`src/rtl/tlc_pkg.sv`:
```
// Shared definitions for the traffic light controller slice.
//   cond_state_t : farm sensor conditioner states (also exported on condState)
//   SIG_*        : signal light codes, so the farmGreen decode (farmSignal == SIG_GRN)
//                  stays consistent with the controller
package tlc_pkg;

    typedef enum logic [1:0] {
        COND_IDLE    = 2'b00,
        COND_QUALIFY = 2'b01,
        COND_REQUEST = 2'b10,
        COND_SERVE   = 2'b11
    } cond_state_t;

    localparam logic [1:0] SIG_RED = 2'b00;
    localparam logic [1:0] SIG_YEL = 2'b01;
    localparam logic [1:0] SIG_GRN = 2'b10;

endpackage

```
`src/rtl/sync_debounce.sv`:
```
// Synchroniser plus level debouncer for the raw vehicle-loop input.
// Ports:
//   Clk             in  system clock
//   Rst_n           in  asynchronous active-low reset
//   sensorRaw       in  raw loop detector, asynchronous to Clk
//   vehiclePresent  out debounced presence level, registered
// A level change is accepted only after DEBOUNCE_CYCLES consecutive cycles of
// the synchronised input disagreeing with the current level.
module sync_debounce #(
    parameter int SYNC_STAGES     = 2,
    parameter int DEBOUNCE_CYCLES = 2500000,
    parameter int CNT_W           = 31
) (
    input  logic Clk,
    input  logic Rst_n,
    input  logic sensorRaw,
    output logic vehiclePresent
);

    localparam logic [CNT_W-1:0] DB_LAST = CNT_W'(DEBOUNCE_CYCLES - 1);

    logic [SYNC_STAGES-1:0] syncReg;
    logic                   syn;
    logic [CNT_W-1:0]       dbCnt;

    assign syn = syncReg[SYNC_STAGES-1];

    always_ff @(posedge Clk or negedge Rst_n) begin
        if (!Rst_n) begin
            syncReg        <= '0;
            dbCnt          <= '0;
            vehiclePresent <= 1'b0;
        end else begin
            syncReg <= {syncReg[SYNC_STAGES-2:0], sensorRaw};
            if (syn != vehiclePresent) begin
                if (dbCnt == DB_LAST) begin
                    vehiclePresent <= syn;
                    dbCnt          <= '0;
                end else if (dbCnt != '1) begin
                    dbCnt <= dbCnt + CNT_W'(1);
                end
            end else begin
                // Any agreeing sample restarts the count, so short glitches vanish.
                dbCnt <= '0;
            end
        end
    end

endmodule

```
`src/rtl/farm_sensor_cond.sv`:
```
// Farm-road sensor conditioner: turns the raw loop input into the farmSensor
// call/extend request for the traffic light controller FSM.
// Ports:
//   Clk             in  system clock
//   Rst_n           in  asynchronous active-low reset
//   sensorRaw       in  raw loop detector, asynchronous to Clk
//   farmGreen       in  high while the farm signal is green
//   farmSensor      out conditioned call/extend request, registered
//   vehiclePresent  out debounced presence level, registered
//   condState       out current conditioner state, for debug
module farm_sensor_cond
    import tlc_pkg::*;
#(
    parameter int SYNC_STAGES     = 2,
    parameter int DEBOUNCE_CYCLES = 2500000,
    parameter int MIN_PRESENCE    = 50000000,
    parameter int CNT_W           = 31
) (
    input  logic       Clk,
    input  logic       Rst_n,
    input  logic       sensorRaw,
    input  logic       farmGreen,
    output logic       farmSensor,
    output logic       vehiclePresent,
    output logic [1:0] condState
);

    localparam logic [CNT_W-1:0] PRES_LAST = CNT_W'(MIN_PRESENCE - 1);

    cond_state_t      state, nextState;
    logic [CNT_W-1:0] presCnt;

    sync_debounce #(
        .SYNC_STAGES     (SYNC_STAGES),
        .DEBOUNCE_CYCLES (DEBOUNCE_CYCLES),
        .CNT_W           (CNT_W)
    ) u_sync_debounce (
        .Clk            (Clk),
        .Rst_n          (Rst_n),
        .sensorRaw      (sensorRaw),
        .vehiclePresent (vehiclePresent)
    );

    always_comb begin
        nextState = state;
        case (state)
            COND_IDLE: begin
                if (vehiclePresent) nextState = COND_QUALIFY;
            end
            COND_QUALIFY: begin
                // Vehicle leaving wins over a coincident timeout.
                if (!vehiclePresent)          nextState = COND_IDLE;
                else if (presCnt == PRES_LAST) nextState = COND_REQUEST;
            end
            COND_REQUEST: begin
                if (farmGreen) nextState = COND_SERVE;
            end
            COND_SERVE: begin
                if (!farmGreen) nextState = vehiclePresent ? COND_QUALIFY : COND_IDLE;
            end
            default: nextState = COND_IDLE;
        endcase
    end

    always_ff @(posedge Clk or negedge Rst_n) begin
        if (!Rst_n) begin
            state      <= COND_IDLE;
            presCnt    <= '0;
            farmSensor <= 1'b0;
        end else begin
            state <= nextState;
            // Counts only while remaining in QUALIFY; any entry or exit clears it.
            if (state == COND_QUALIFY && nextState == COND_QUALIFY) begin
                if (presCnt != '1) presCnt <= presCnt + CNT_W'(1);
            end else begin
                presCnt <= '0;
            end
            // Decoded from the current state, so farmSensor follows condState
            // one cycle later: the call is latched in REQUEST, live in SERVE.
            farmSensor <= (state == COND_REQUEST) ||
                          (state == COND_SERVE && vehiclePresent);
        end
    end

    assign condState = state;

endmodule

```
`config.mk`:
```
export PLATFORM = sky130hd
export DESIGN_NAME = farm_sensor_cond
export DESIGN_NICKNAME = d
export VERILOG_FILES = /design/src/rtl/tlc_pkg.sv /design/src/rtl/sync_debounce.sv /design/src/rtl/farm_sensor_cond.sv
export SDC_FILE = /design/constraint.sdc
export NUM_CORES = 1
export LEC_CHECK = 0
export ABC_CLOCK_PERIOD_IN_PS = 2700
export CAP_MARGIN = 10
export CORE_UTILIZATION = 62
export DETAILED_ROUTE_END_ITERATION = 6
export PLACE_DENSITY = 0.81
export SLEW_MARGIN = 10
export SYNTH_ARGS = -nofsm -noshare
export SYNTH_HDL_FRONTEND = slang
export SYNTH_SLANG_ARGS = --single-unit
```
`constraint.sdc`:
```
create_clock -name Clk -period 2.7 [get_ports Clk]
set_input_delay 0.54 -clock Clk [delete_from_list [all_inputs] [get_ports Clk]]
set_output_delay 0.54 -clock Clk [all_outputs]
set_load 0.02 [all_outputs]
```
* Word level (Yosys, flattened, before mapping)
Cells that the tools add are included.
Storage, ports and cells: register bits after elaboration 68, output and inout port bits 4, word-level logic and storage cells 36
Cells by class: add/subtract/negate cells 2, equal/unequal tests 11, multiplexer cells 12, reduce and logical (&&, ||, !) cells 5
Operators with widths (number):
- $mux 31 | 5
- $add 31x1->31 const B | 2
- $ne 31x31->1 const B | 2
- $eq 31x22->1 const B | 1
- $eq 31x26->1 const B | 1
- $mux 2 | 5
- $pmux 2 s4 | 1
- $eq 2x1->1 const B | 2
- $eq 2x2->1 const B | 2
- $ne 3x3->1 const B | 1
- $logic_and 1x1->1 | 2
- $logic_not 2->1 | 1
- $ne 2x1->1 const B | 1
- $reduce_and 2->1 | 1
- $logic_or 1x1->1 | 1
- $mux 1 | 1
- $ne 1x1->1 | 1

* Logic depth before layout (Yosys ltp)
Gate-level depths: netlist of run 1.
depth after elaboration 7, depth in mapped cells 7, depth with buffers taken out 6

* Modules after synthesis
Synthesis of run 1 repeated with hierarchy kept, for this count alone.
Unflattened totals: cell total of the unflattened synthesis 399, area total of the unflattened synthesis 3882.5 um2
Modules (own cells, without submodules):
- sync_debounce | instances 1, cells each 196, area an instance 1954.4 um2, sequential area each 850.8 um2
- farm_sensor_cond | instances 1, cells each 203, area an instance 1928.1 um2, sequential area each 850.8 um2

* Least setup slack after synthesis of run 1
OpenSTA, ideal clock, no wires.
path type register -> register, from register u_sync_debounce.dbCnt[0], to register u_sync_debounce.dbCnt[16], setup time 67 ps, arrival time 1917 ps, setup slack 716 ps, cell stages (with the launch flop) 8, cell sequence dfrtp_1 ha_1 and4_1 and4_1 a21o_1 clkbuf_1 or4_1 nand2_1
Between the ends: longest elaborated chain between the ends 4, elaborated cells between the ends (all ways) 7, those cells by class 1 x add/sub; 3 x eq/ne; 3 x mux
Ends and longest elaborated chain:
- start: declaration | line sync_debounce.sv:24 | logic [CNT_W-1:0] dbCnt;
- start signal: assignment | line sync_debounce.sv:40 | dbCnt <= dbCnt + CNT_W'(1);
- $add 31x1->31 | line sync_debounce.sv:40
- $mux 31 | line sync_debounce.sv:39 | end else if (dbCnt != '1) begin
- $mux 31 | line sync_debounce.sv:36 | if (dbCnt == DB_LAST) begin
- $mux 31 | line sync_debounce.sv:35 | if (syn != vehiclePresent) begin
Parallel ways exist; a longest one is shown, timed or not. The select of a mux whose other input is x is not followed. A chain may end at the register's enable or synchronous reset.

* Worst setup path after layout of run 1
from register presCnt[0], to register presCnt[0]
Between the ends: longest elaborated chain between the ends 7, elaborated cells between the ends (all ways) 11, those cells by class 1 x add/sub; 4 x eq/ne; 5 x mux; 1 x reduce/logical
Ends and longest elaborated chain:
- start: declaration | line farm_sensor_cond.sv:31 | logic [CNT_W-1:0] presCnt;
- start signal: assignment | line farm_sensor_cond.sv:74 | if (presCnt != '1) presCnt <= presCnt + CNT_W'(1);
- $eq 31x26->1 | line farm_sensor_cond.sv:53 | else if (presCnt == PRES_LAST) nextState = COND_REQUEST;
- $mux 2 | line farm_sensor_cond.sv:53
- $mux 2 | line farm_sensor_cond.sv:52 | if (!vehiclePresent) nextState = COND_IDLE;
- $pmux 2 s4 | line farm_sensor_cond.sv:46 | case (state)
- $eq 2x1->1 | line farm_sensor_cond.sv:73 | if (state == COND_QUALIFY && nextState == COND_QUALIFY) begin
- $logic_and 1x1->1 | line farm_sensor_cond.sv:73
- $ne 2x1->1 (no source line) or $mux 31 (tied branches)
Parallel ways exist; a longest one is shown, timed or not. The select of a mux whose other input is x is not followed.

==> results.tsv, run 1 <==
metric	value	unit
status	finished clean	
skew	0.0105	ns
route.detailed.drc	0	
layout-drive-gt1-share	11.1	%
port_buffers	7	
yosys-top-cells-count	dfrtp_1 (68), nor2_1 (42), nand2_1 (31)	
final_cell_area	0.00427	sq mm
core_area	0.00603	sq mm
synth_area	0.00394	sq mm
totalPowerFinal	1.93	mW
power.leakage	1.66	nW
die_x	81.7	um
crit_fanout	27	
cap_viol_max_count	0	
crit_type	reg2reg	
avgSynthCellArea	9.49	sq um
place_area	0.00407	sq mm
ys.flop_type	dfrtp_1	
hold_violations	0	
viasPerCell	6.74	
power.density	451	mW/mm^2
num_rows	28	
antenna_found_initial	0	
rrSetupSlack	0.43	ns
rsz0062_at_grt	false	
clk_path_buf_depth	2	
grt_pass1_vias	3221	
gp_congestion	0.882	
synth_seq_cells	68	
vias	3411	
cts-resized-gates	0	
grt_util_met3	5.56	%
yosys.area.top_type	dfrtp_1	
setup_violations	0	
max_freq	440	MHz
end_kind	register	
grt_first_pass_wirelength	15000	um
area_delta_synth_final	8.48	%
route.antenna.remaining_nets	0	
cts_tree	built	
multi_input_area	0.00212	sq mm
h-tree-depth	3	
synthCells	415	
fin_ws	0.426	ns
cts_setup_buffers	0	
seq_area_frac_synth	43.2	%
cts_root_buf	clkbuf_8	
worstHoldPathType	in2async	
synth_top_area_share	43.2	%
reg2reg_to	presCnt[0]$_DFFE_PN0P_	
synth-async-reset-ratio	100	%
diodes	0	
num_io_pins	8	
dieHeight	81.7	um
initial_core_util	65.4	%
required	2.93	ns
placedCellCount	490	
grt_overflow	0	
fin_util	70.9	%
dp_hpwl	6060	um
clkSinkCount	68	
drtIter0Drc	333	
drv_slew	0	
relSlewSlack	45.1	%
ys_warn_count	0	
clk_latency	0.35	ns
tightest_slew	0.816	ns
fill_cells	458	
grt_start_max_net_pins	36	
syn_nets	421	
holdBufCountCts	0	
synth-edff-count	0	
peakVddDrop	0.370	mV
final_nets	432	
r2r-start	presCnt[0]$_DFFE_PN0P_	
synth_most_common_cell	dfrtp_1	
seq_area	0.00170	sq mm
reg2reg_depth	7	
grt_util_met2	47.5	%
pre_cts_ws	0.493	ns
critical_path_arrival	2.50	ns
busiest_layer	met2	
die_area	0.00668	sq mm
startpoint_type	register	
synth_cell_types	56	
drtPass1Iterations	6	
ys_top_cells_by_area	dfrtp_1 (43%), nor2_1 (4.0%), nand4_1 (3.7%), xnor2_1 (3.3%), nand3_1 (3.3%)	
timing.final.crit_share	84.2	%
cts.reportedPaths.clkPinSlew	0.08	ns
layout_min_cycle_time	2.27	ns
setup-tns-final	0	ns
cts_buffers	9	
stdcell_count	506	
wl_per_cell	18.0	um
grt_use_met1	39.8	%
wirelength	9110	um
track_usage	29.7	%
hold_ws	0.214	ns
power breakdown:
group,internal (mW),switching [mW],leakage (nW)
combinational,0.0128,0.0351,0.623
sequential,1.02,0.00477,0.943
clock,0.450,0.402,0.0983
total,1.49,0.442,1.66
sequential cells by signal, indices dropped and copies added, names as in the netlist:
name and count:
presCnt 31, u_sync_debounce.syncReg 2, u_sync_debounce.dbCnt 31, u_sync_debounce.vehiclePresent 1
farmSensor 1, condState 2
final cells by class:
type / instances / share of cell area [%]
sequential: 68 / 39.8
timing repair buffer: 16 / 3.10
clock inverter: 6 / 1.49
clock buffer: 10 / 3.22
multi-input combinational: 325 / 49.6
inverter: 6 / 0.527
tap: 75 / 2.20
layer usage:
metal / up-vias / routed length, um
met5: - / 0
met4: 0 / 193
met3: 20 / 650
met2: 149 / 4260
met1: 1653 / 4010
li1: 1589 / -
cell families after synthesis:
kind of cell / synth area share, %
flip-flops: 43.2
XOR/XNOR: 6.45
adder cells (fa/ha/maj): 0.635
AO/OA/AOI/OAI: 13.2
AND/OR/NAND/NOR: 31.2
multiplexers: 2.32
buffers and inverters: 2.95
worst max path at each step:
stage | slack [ns] | startpoint | to
after detailed placement | 0.49 | presCnt[0]$_DFFE_PN0P_ | presCnt[0]$_DFFE_PN0P_
after CTS | 0.45 | presCnt[0]$_DFFE_PN0P_ | presCnt[0]$_DFFE_PN0P_
after global placement | 0.57 | presCnt[0]$_DFFE_PN0P_ | presCnt[6]$_DFFE_PN0P_
final | 0.43 | presCnt[0]$_DFFE_PN0P_ | presCnt[0]$_DFFE_PN0P_
after floorplan | 0.72 | u_sync_debounce.dbCnt[0]$_DFFE_PN0P_ | u_sync_debounce.dbCnt[16]$_DFFE_PN0P_
after global routing | 0.28 | presCnt[0]$_DFFE_PN0P_ | presCnt[22]$_DFFE_PN0P_
cell usage in the layout, fill, tap and decap left out, types with 3 or more instances in the layout:
cell type        Yosys  final
a21oi_1             23     23
a31oi_1              8      8
and2_1               3      3
and3_1              10     10
and4_1              10     10
buf_4                2      9
clkbuf_8             0     10
clkdlybuf4s50_1      0      6
dfrtp_1             68     68
inv_1                6      6
mux2i_1              8      8
nand2_1             31     31
nand3_1             26     26
nand3b_1             6      6
nand4_1             23     23
nor2_1              42     42
nor3_1               7      7
nor3_2               3      3
nor4_1               6      6
nor4b_1              4      4
o211ai_1             7      7
o21ai_0             12     12
o31ai_1              8      8
or3_1               14     14
or4_1                9      9
xnor2_1             15     15
xor2_1              14     14
critical path: stages, from the launching register on:
cell and delay (ns):
dfrtp_1 0.44, ha_1 0.24, and3_1 0.21, nand3_2 0.17
or3_1 0.57, nand2_1 0.11, buf_4 0.29, nor2_1 0.11
No activity file was read; power rests on OpenSTA's default activity.
==> run 2: changes to the inputs <==
--- a/config.mk
+++ b/config.mk
@@ -5,11 +5,11 @@
 export SDC_FILE = /design/constraint.sdc
 export NUM_CORES = 1
 export LEC_CHECK = 0
-export ABC_CLOCK_PERIOD_IN_PS = 2700
+export ABC_CLOCK_PERIOD_IN_PS = 1850
 export CAP_MARGIN = 10
-export CORE_UTILIZATION = 62
+export CORE_UTILIZATION = 56
 export DETAILED_ROUTE_END_ITERATION = 6
-export PLACE_DENSITY = 0.81
+export PLACE_DENSITY = 0.78
 export SLEW_MARGIN = 10
 export SYNTH_ARGS = -nofsm -noshare
 export SYNTH_HDL_FRONTEND = slang
==> constraint.sdc (replaced) <==
create_clock -name Clk -period 1.85 [get_ports Clk]
set_input_delay 0.37 -clock Clk [delete_from_list [all_inputs] [get_ports Clk]]
set_output_delay 0.37 -clock Clk [all_outputs]
set_load 0.02 [all_outputs]
==> run 2 against run 1 <==
  * Clock skew is 0.0038 ns lower
  * Routed wire length grew 17%
  * Clock-buffer cell count grew 1
  * Critical endpoint is now presCnt[28]$_DFFE_PN0P_
  * Total power is 53% higher
  * Clock power rose by 60%
  * Worst hold slack better by 0.14 ns
  * Cell area up 20%
  * Sequential power is 46% higher
  * Largest cell class unchanged
==> results.tsv, run 2 (same netlist as run 1, synthesis figures left out) <==
metric	value	unit	change
status	finished clean		
placedCellCount	580		+18%
viasPerCell	6.21		-7.8%
dieHeight	85.9	um	+5.1%
multi_input_area	0.00229	sq mm	+7.9%
wirelength	10600	um	+17%
final_cell_area	0.00513	sq mm	+20%
grt_overflow	0		unchanged
layout-drive-gt1-share	31.2	%	+20 points
h-tree-depth	3		unchanged
cts_root_buf	clkbuf_8		
drtPass1Iterations	4		-2
wl_per_cell	17.5	um	-2.6%
rsz0062_at_grt	true		
drtIter0Drc	201		-40%
num_io_pins	8		unchanged
hold_ws	0.351	ns	+0.137 ns
core_area	0.00679	sq mm	+13%
cts_tree	built		
stdcell_count	606		+20%
p_int	2.32	mW	+56%
setup-tns-final	0	ns	unchanged
relSlewSlack	73.7	%	+29 points
required	2.13	ns	-0.80 ns
clkPwrFrac	45.9	%	+1.7 points
die_x	85.9	um	+5.1%
grt_first_pass_wirelength	17200	um	+15%
end_kind	register		
cts.reportedPaths.clkPinSlew	0.07	ns	about the same
route.detailed.drc	0		unchanged
cap_viol_max_count	0		unchanged
diodes	0		unchanged
max_freq	546	MHz	+24%
seq_area	0.00171	sq mm	+0.37%
totalPowerFinal	2.96	mW	+53%
power.density	577	mW/mm^2	+28%
track_usage	29.9	%	+0.13 points
power.leakage	2.17	nW	+30%
fill_cells	459		+0.22%
route.antenna.remaining_nets	0		unchanged
crit_fanout	5		-81%
pre_cts_ws	-0.0404	ns	-0.533 ns
hold_violations	0		unchanged
worstSetupStartpoint	presCnt[10]$_DFFE_PN0P_		
vias	3766		+10%
clk_latency	0.35	ns	about the same
area_delta_synth_final	30.2	%	
swShare	21.5	%	-1.5 points
timing.final.crit_share	99.0	%	+15 points
final_cell_mix	buf_4 (80), dfrtp_1 (63), nor2_1 (42), nand2_1 (29)		
layout_min_cycle_time	1.83	ns	-0.443 ns
port_buffers	7		unchanged
antenna_found_initial	0		unchanged
clk_path_buf_depth	2		unchanged
place_area	0.00465	sq mm	+14%
gp_congestion	0.907		+2.8%
drv_slew	0		unchanged
fin_ws	0.0192	ns	-0.407 ns
worstHoldPathType	reg2reg		
final_common_cell	buf_4		
grt_pass1_vias	3777		+17%
clkSinkCount	68		unchanged
startpoint_type	register		
critical_path_arrival	2.11	ns	-0.39 ns
top_regs	presCnt x31, u_sync_debounce.dbCnt x31		
grt_start_max_net_pins	33		-8.3%
crit_type	reg2reg		
setup_violations	0		unchanged
tightest_slew	0.395	ns	-0.421 ns
initial_core_util	58.0	%	-7.4 points
dp_hpwl	7230	um	+19%
hold_start	u_sync_debounce.syncReg[0]$_DFF_PN0_		
final_nets	511		+18%
peakVddDrop	0.587	mV	+59%
pwr-share-comb	3.4	%	+0.9 points
die_area	0.00737	sq mm	+10%
cts_buffers	9		unchanged
r2r-start	presCnt[10]$_DFFE_PN0P_		
fin_util	75.5	%	+4.6 points
seq_power_share	50.7	%	-2.6 points
num_rows	30		+7.1%
skew	0.00670	ns	-0.00383 ns
p_sw	0.635	mW	+44%
## run 2: cell type report
type                            instances  area share [%]
Sequential cell                        68            33.3
Tap cell                               96            2.34
Timing Repair Buffer                   95            15.1
Inverter                                6           0.439
Clock buffer                           11            2.76
Clock inverter                          5            1.46
Multi-Input combinational cell        325            44.6
## run 2: critical path, cell delays in order (launching register included)
cell and delay (ns):
dfrtp_1 0.45, and4_2 0.31, nand4_4 0.15, or3_4 0.42, or3_4 0.33, a21oi_2 0.11
## run 2: per-layer routing
metal  GRT usage [%]  routed length [um]
met5               0                   0
met4            18.3                 403
met3            4.62                 378
met2            53.2                5750
met1            33.5                4090
## run 2: repair_timing
item | in CTS | in global routing
pin swaps | 0 | 13
hold buffers | 1 | 0
hold endpoints to repair | 13 | 0
setup endpoints to repair | 43 | 55
buffers inserted | 0 | 9
resized for setup | 13 | 34
## run 2: power groups by stage
stage / registers [mW] / logic, mW / clock network (mW)
after floorplan: 1.53 / 0.0260 / 0
after global placement: 1.53 / 0.0890 / 0
after detailed placement: 1.53 / 0.0921 / 0
after CTS: 1.50 / 0.0954 / 1.38
after global routing: 1.50 / 0.113 / 1.45
final: 1.50 / 0.101 / 1.36
## run 2: path summary, 6_finish.rpt
path,endpoint,slack [ns],cells past startpoint
setup / recovery,presCnt[28]$_DFFE_PN0P_,0.02,5
hold / removal,u_sync_debounce.syncReg[1]$_DFF_PN0_,0.35,0
setup reg to reg,presCnt[28]$_DFFE_PN0P_,0.02,5
hold reg to reg,u_sync_debounce.syncReg[1]$_DFF_PN0_,0.35,0
max in group asynchronous,u_sync_debounce.dbCnt[14]$_DFFE_PN0P_,0.74,3
min in group asynchronous,presCnt[15]$_DFFE_PN0P_,0.46,2
==> run 3: changes to the inputs <==
--- a/config.mk
+++ b/config.mk
@@ -5,8 +5,9 @@
 export SDC_FILE = /design/constraint.sdc
 export NUM_CORES = 1
 export LEC_CHECK = 0
-export ABC_CLOCK_PERIOD_IN_PS = 1850
+export ABC_CLOCK_PERIOD_IN_PS = 1500
 export CAP_MARGIN = 10
+export CORE_ASPECT_RATIO = 1.2
 export CORE_UTILIZATION = 56
 export DETAILED_ROUTE_END_ITERATION = 6
 export PLACE_DENSITY = 0.78
==> constraint.sdc (replaced) <==
create_clock -name Clk -period 1.5 [get_ports Clk]
set_input_delay 0.3 -clock Clk [delete_from_list [all_inputs] [get_ports Clk]]
set_output_delay 0.3 -clock Clk [all_outputs]
set_load 0.02 [all_outputs]
==> run 3 against run 2 <==
  * The flow now stops in global routing
  * Area after synthesis stayed put
  * Synthesized cell count stayed put
==> results.tsv, run 3 <==
metric	value	unit	change
avgSynthCellArea	9.49	sq um	unchanged
initial_core_util	57.8	%	-0.16 points
synth-edff-count	0		unchanged
grt_start_max_net_pins	69		
ys.flop_type	dfrtp_1		
dieHeight	93.9	um	+9.3%
pre_cts_ws	-0.349	ns	-0.308 ns
cts_buffers	9		unchanged
placedCellCount	619		+6.7%
dp_hpwl	8440	um	+17%
cts_root_buf	clkbuf_8		
gp_congestion	0.961		+5.9%
clkSinkCount	68		unchanged
grt_overflow	595		
error	[ERROR GRT-0232] Routing congestion too high. Check the congestion heatmap in the GUI.		
yosys.area.top_type	dfrtp_1		
synth_seq_cells	68		unchanged
synth-async-reset-ratio	100	%	unchanged
failed_stage	global routing		
synthCells	415		unchanged
synth_top_area_share	43.2	%	unchanged
h-tree-depth	3		unchanged
seq_area_frac_synth	43.2	%	unchanged
ys_top_cells_by_area	dfrtp_1 (43%), nor2_1 (4.0%), nand4_1 (3.7%), xnor2_1 (3.3%), nand3_1 (3.3%)		
worstEpCategory	sequential cell input		
yosys-top-cells-count	dfrtp_1 (68), nor2_1 (42), nand2_1 (31)		
num_rows	33		+10%
clk_path_buf_depth	2		unchanged
num_io_pins	8		unchanged
status	aborted with a tool error		
postGrtWorstEndpoint	u_sync_debounce.dbCnt[0]$_DFFE_PN0P_/D		
synth_most_common_cell	dfrtp_1		
die_x	78.6	um	-8.5%
synth_cell_types	56		unchanged
port_buffers	7		unchanged
ys_warn_count	0		unchanged
track_usage	96.3	%	
synth_area	0.00394	sq mm	unchanged
syn_nets	421		unchanged
run 3: repair_timing:
item	in CTS
gates cloned	3
endpoints found under the setup margin	69
hold endpoints to repair	63
buffers inserted	27
hold buffers	1
gates resized for setup	86
pin swaps	33
run 3: kinds of logic after synthesis:
logic type      synth area share (%)
buf+inv                         2.95
flops                           43.2
simple gates                    31.2
mux                             2.32
compound gates                  13.2
xor+xnor                        6.45
fa+ha+maj                      0.635
run 3: per-layer routing:
layer  GRT overflow  track usage [%]
met5              0             12.3
met3              4             69.9
met4            140              112
met1              1             85.0
met2            450              130
run 3: metrics by stage:
step | hold slack (ns) | cell area [sq um]
floorplan | 0.00441 | 4170
global placement | 0.338 | 5240
detailed placement | 0.340 | 5240
CTS | 0.363 | 6090
==> run 4: changes to the inputs <==
--- a/config.mk
+++ b/config.mk
@@ -5,12 +5,11 @@
 export SDC_FILE = /design/constraint.sdc
 export NUM_CORES = 1
 export LEC_CHECK = 0
-export ABC_CLOCK_PERIOD_IN_PS = 1500
+export ABC_CLOCK_PERIOD_IN_PS = 1950
 export CAP_MARGIN = 10
-export CORE_ASPECT_RATIO = 1.2
-export CORE_UTILIZATION = 56
+export CORE_UTILIZATION = 40
 export DETAILED_ROUTE_END_ITERATION = 6
-export PLACE_DENSITY = 0.78
+export PLACE_DENSITY_LB_ADDON = 0.15
 export SLEW_MARGIN = 10
 export SYNTH_ARGS = -nofsm -noshare
 export SYNTH_HDL_FRONTEND = slang
==> constraint.sdc (replaced) <==
create_clock -name Clk -period 1.95 [get_ports Clk]
set_input_delay 0.39 -clock Clk [delete_from_list [all_inputs] [get_ports Clk]]
set_output_delay 0.39 -clock Clk [all_outputs]
set_load 0.02 [all_outputs]
==> run 4 against run 3 <==
  * The run now ends clean
==> results.tsv, run 4 (same netlist as run 1, synthesis figures left out) <==
metric	value	unit	change
relSlewSlack	72.1	%	
power.leakage	1.91	nW	
port_buffers	7		unchanged
path_delay_family	simple AND/OR/NAND/NOR gates		
drv_slew	0		
core_area	0.00937	sq mm	
final_cell_mix	dfrtp_1 (67), buf_4 (44), nor2_1 (41), nand2_1 (31), nand3_1 (25)		
cap_viol_max_count	0		
clk_path_buf_depth	2		unchanged
dieHeight	101	um	+7.8%
route.antenna.remaining_nets	0		
rsz0062_at_grt	true		
grt_pass1_vias	3174		
cp.buffers_inverters	0		
critical_path_arrival	2.15	ns	
clkSinkCount	68		unchanged
skew	0.0108	ns	
cts_tree	built		
reg2reg_depth	5		
busiest_layer	met1		
reg2reg_to	presCnt[28]$_DFFE_PN0P_		
layout-drive-gt1-share	21.2	%	
diodes	0		
worstHoldPathType	reg2reg		
drtPass1Iterations	4		
worstPathCellList	and4_4 > nand4_4 > or3_1 > or3_1 > a21oi_2		
crit_top_cell	or3_1		
num_io_pins	8		unchanged
cts_root_buf	clkbuf_8		
clk_latency	0.34	ns	
initial_core_util	42.0	%	-16 points
totalPowerFinal	2.68	mW	
die_area	0.0102	sq mm	
max_freq	535	MHz	
layout_min_cycle_time	1.87	ns	
rrSetupSlack	0.08	ns	
hold_start	u_sync_debounce.syncReg[0]$_DFF_PN0_		
status	finished clean		
grt_overflow	0		
cts.reportedPaths.clkPinSlew	0.08	ns	
power.density	563	mW/mm^2	
wirelength	9250	um	
grt_util_met2	27.7	%	
final_nets	472		
drtIter0Drc	157		
fin_util	50.8	%	
cts_buffers	9		unchanged
antenna_found_initial	0		
vias	3418		
crit_type	reg2reg		
grt_start_max_net_pins	53		
route.detailed.drc	0		
grt_first_pass_wirelength	15600	um	
wl_per_cell	15.4	um	
hold_violations	0		
grt_util_met3	2.90	%	
crit_fanout	6		
end_kind	register		
area_delta_synth_final	20.9	%	
setup-tns-final	0	ns	
hold_ws	0.355	ns	
num_rows	35		+6.1%
cpPeakStageDelay	0.48	ns	
cp_slowest_cell	dfrtp_1		
timing.final.crit_share	95.9	%	
required	2.23	ns	
peakVddDrop	0.247	mV	
gp_congestion	0.836		-13%
hold_path_depth	0		
grt_use_met1	29.8	%	
viasPerCell	5.70		
tightest_slew	0.417	ns	
fill_cells	892		
hold_path_end	u_sync_debounce.syncReg[1]$_DFF_PN0_		
setup_violations	0		
die_x	101	um	+29%
dp_hpwl	6560	um	-22%
top_regs	presCnt x31, u_sync_debounce.dbCnt x31		
r2r-start	presCnt[7]$_DFFE_PN0P_		
h-tree-depth	3		unchanged
final_common_cell	dfrtp_1		
startpoint_type	register		
track_usage	19.5	%	
==> run 4: repair_timing <==
item / in CTS / in global routing
hold buffers: 1 / 0
setup endpoints to repair: 0 / 52
buffers inserted: 0 / 1
hold endpoints to repair: 16 / 0
gates resized for setup: 0 / 17
==> run 4: power by group <==
| part | leakage (nW) | internal [mW] | switching, mW | total (mW) |
|---|---|---|---|---|
| logic | 0.868 | 0.0290 | 0.0525 | 0.0816 |
| registers | 0.942 | 1.42 | 0.00498 | 1.42 |
| clock network | 0.0983 | 0.623 | 0.556 | 1.18 |
==> run 4: worst max path at each step <==
| stage | startpoint | endpoint | slack [ns] | cells after the start |
|---|---|---|---|---|
| 6_report | presCnt[7]$_DFFE_PN0P_ | presCnt[28]$_DFFE_PN0P_ | 0.08 | 5 |
| 5_1_grt | presCnt[11]$_DFFE_PN0P_ | condState[0]$_DFF_PN0_ | -0.03 | 7 |
| 4_1_cts | u_sync_debounce.dbCnt[26]$_DFFE_PN0P_ | u_sync_debounce.dbCnt[19]$_DFFE_PN0P_ | 0.02 | 6 |
| 3_5_place_dp | u_sync_debounce.dbCnt[26]$_DFFE_PN0P_ | u_sync_debounce.dbCnt[19]$_DFFE_PN0P_ | 0.03 | 6 |
| 3_3_place_gp | u_sync_debounce.dbCnt[26]$_DFFE_PN0P_ | u_sync_debounce.dbCnt[19]$_DFFE_PN0P_ | -0.01 | 6 |
| 2_1_floorplan | u_sync_debounce.dbCnt[0]$_DFFE_PN0P_ | u_sync_debounce.dbCnt[16]$_DFFE_PN0P_ | 0.03 | 7 |
==> run 4: area by class of cell <==
type / count / area [sq um] / area share, %
repair buffers: 56 / 485 / 10.2
well taps: 129 / 161 / 3.39
clock inverters: 6 / 63.8 / 1.34
inverters: 6 / 22.5 / 0.473
flip-flops and latches: 68 / 1700 / 35.8
multi-input cells: 325 / 2190 / 46.0
clock buffers: 10 / 138 / 2.89
==> run 4: routing by layer <==
metal / share of wire [%] / up-vias
met3: 2.9 / 13
met5: 0 / -
met1: 54 / 1679
met4: 1.4 / 0
li1: - / 1671
met2: 42 / 55
==> run 4: per-stage QoR <==
stage / instances / setup slack [ns] / cell area (sq um)
floorplan: 415 / 0.0313 / 3940
global placement: 582 / -0.00982 / 4480
detailed placement: 582 / 0.0328 / 4480
CTS: 599 / 0.0210 / 4690
global route: 600 / -0.0301 / 4760
finish: 600 / 0.0808 / 4760
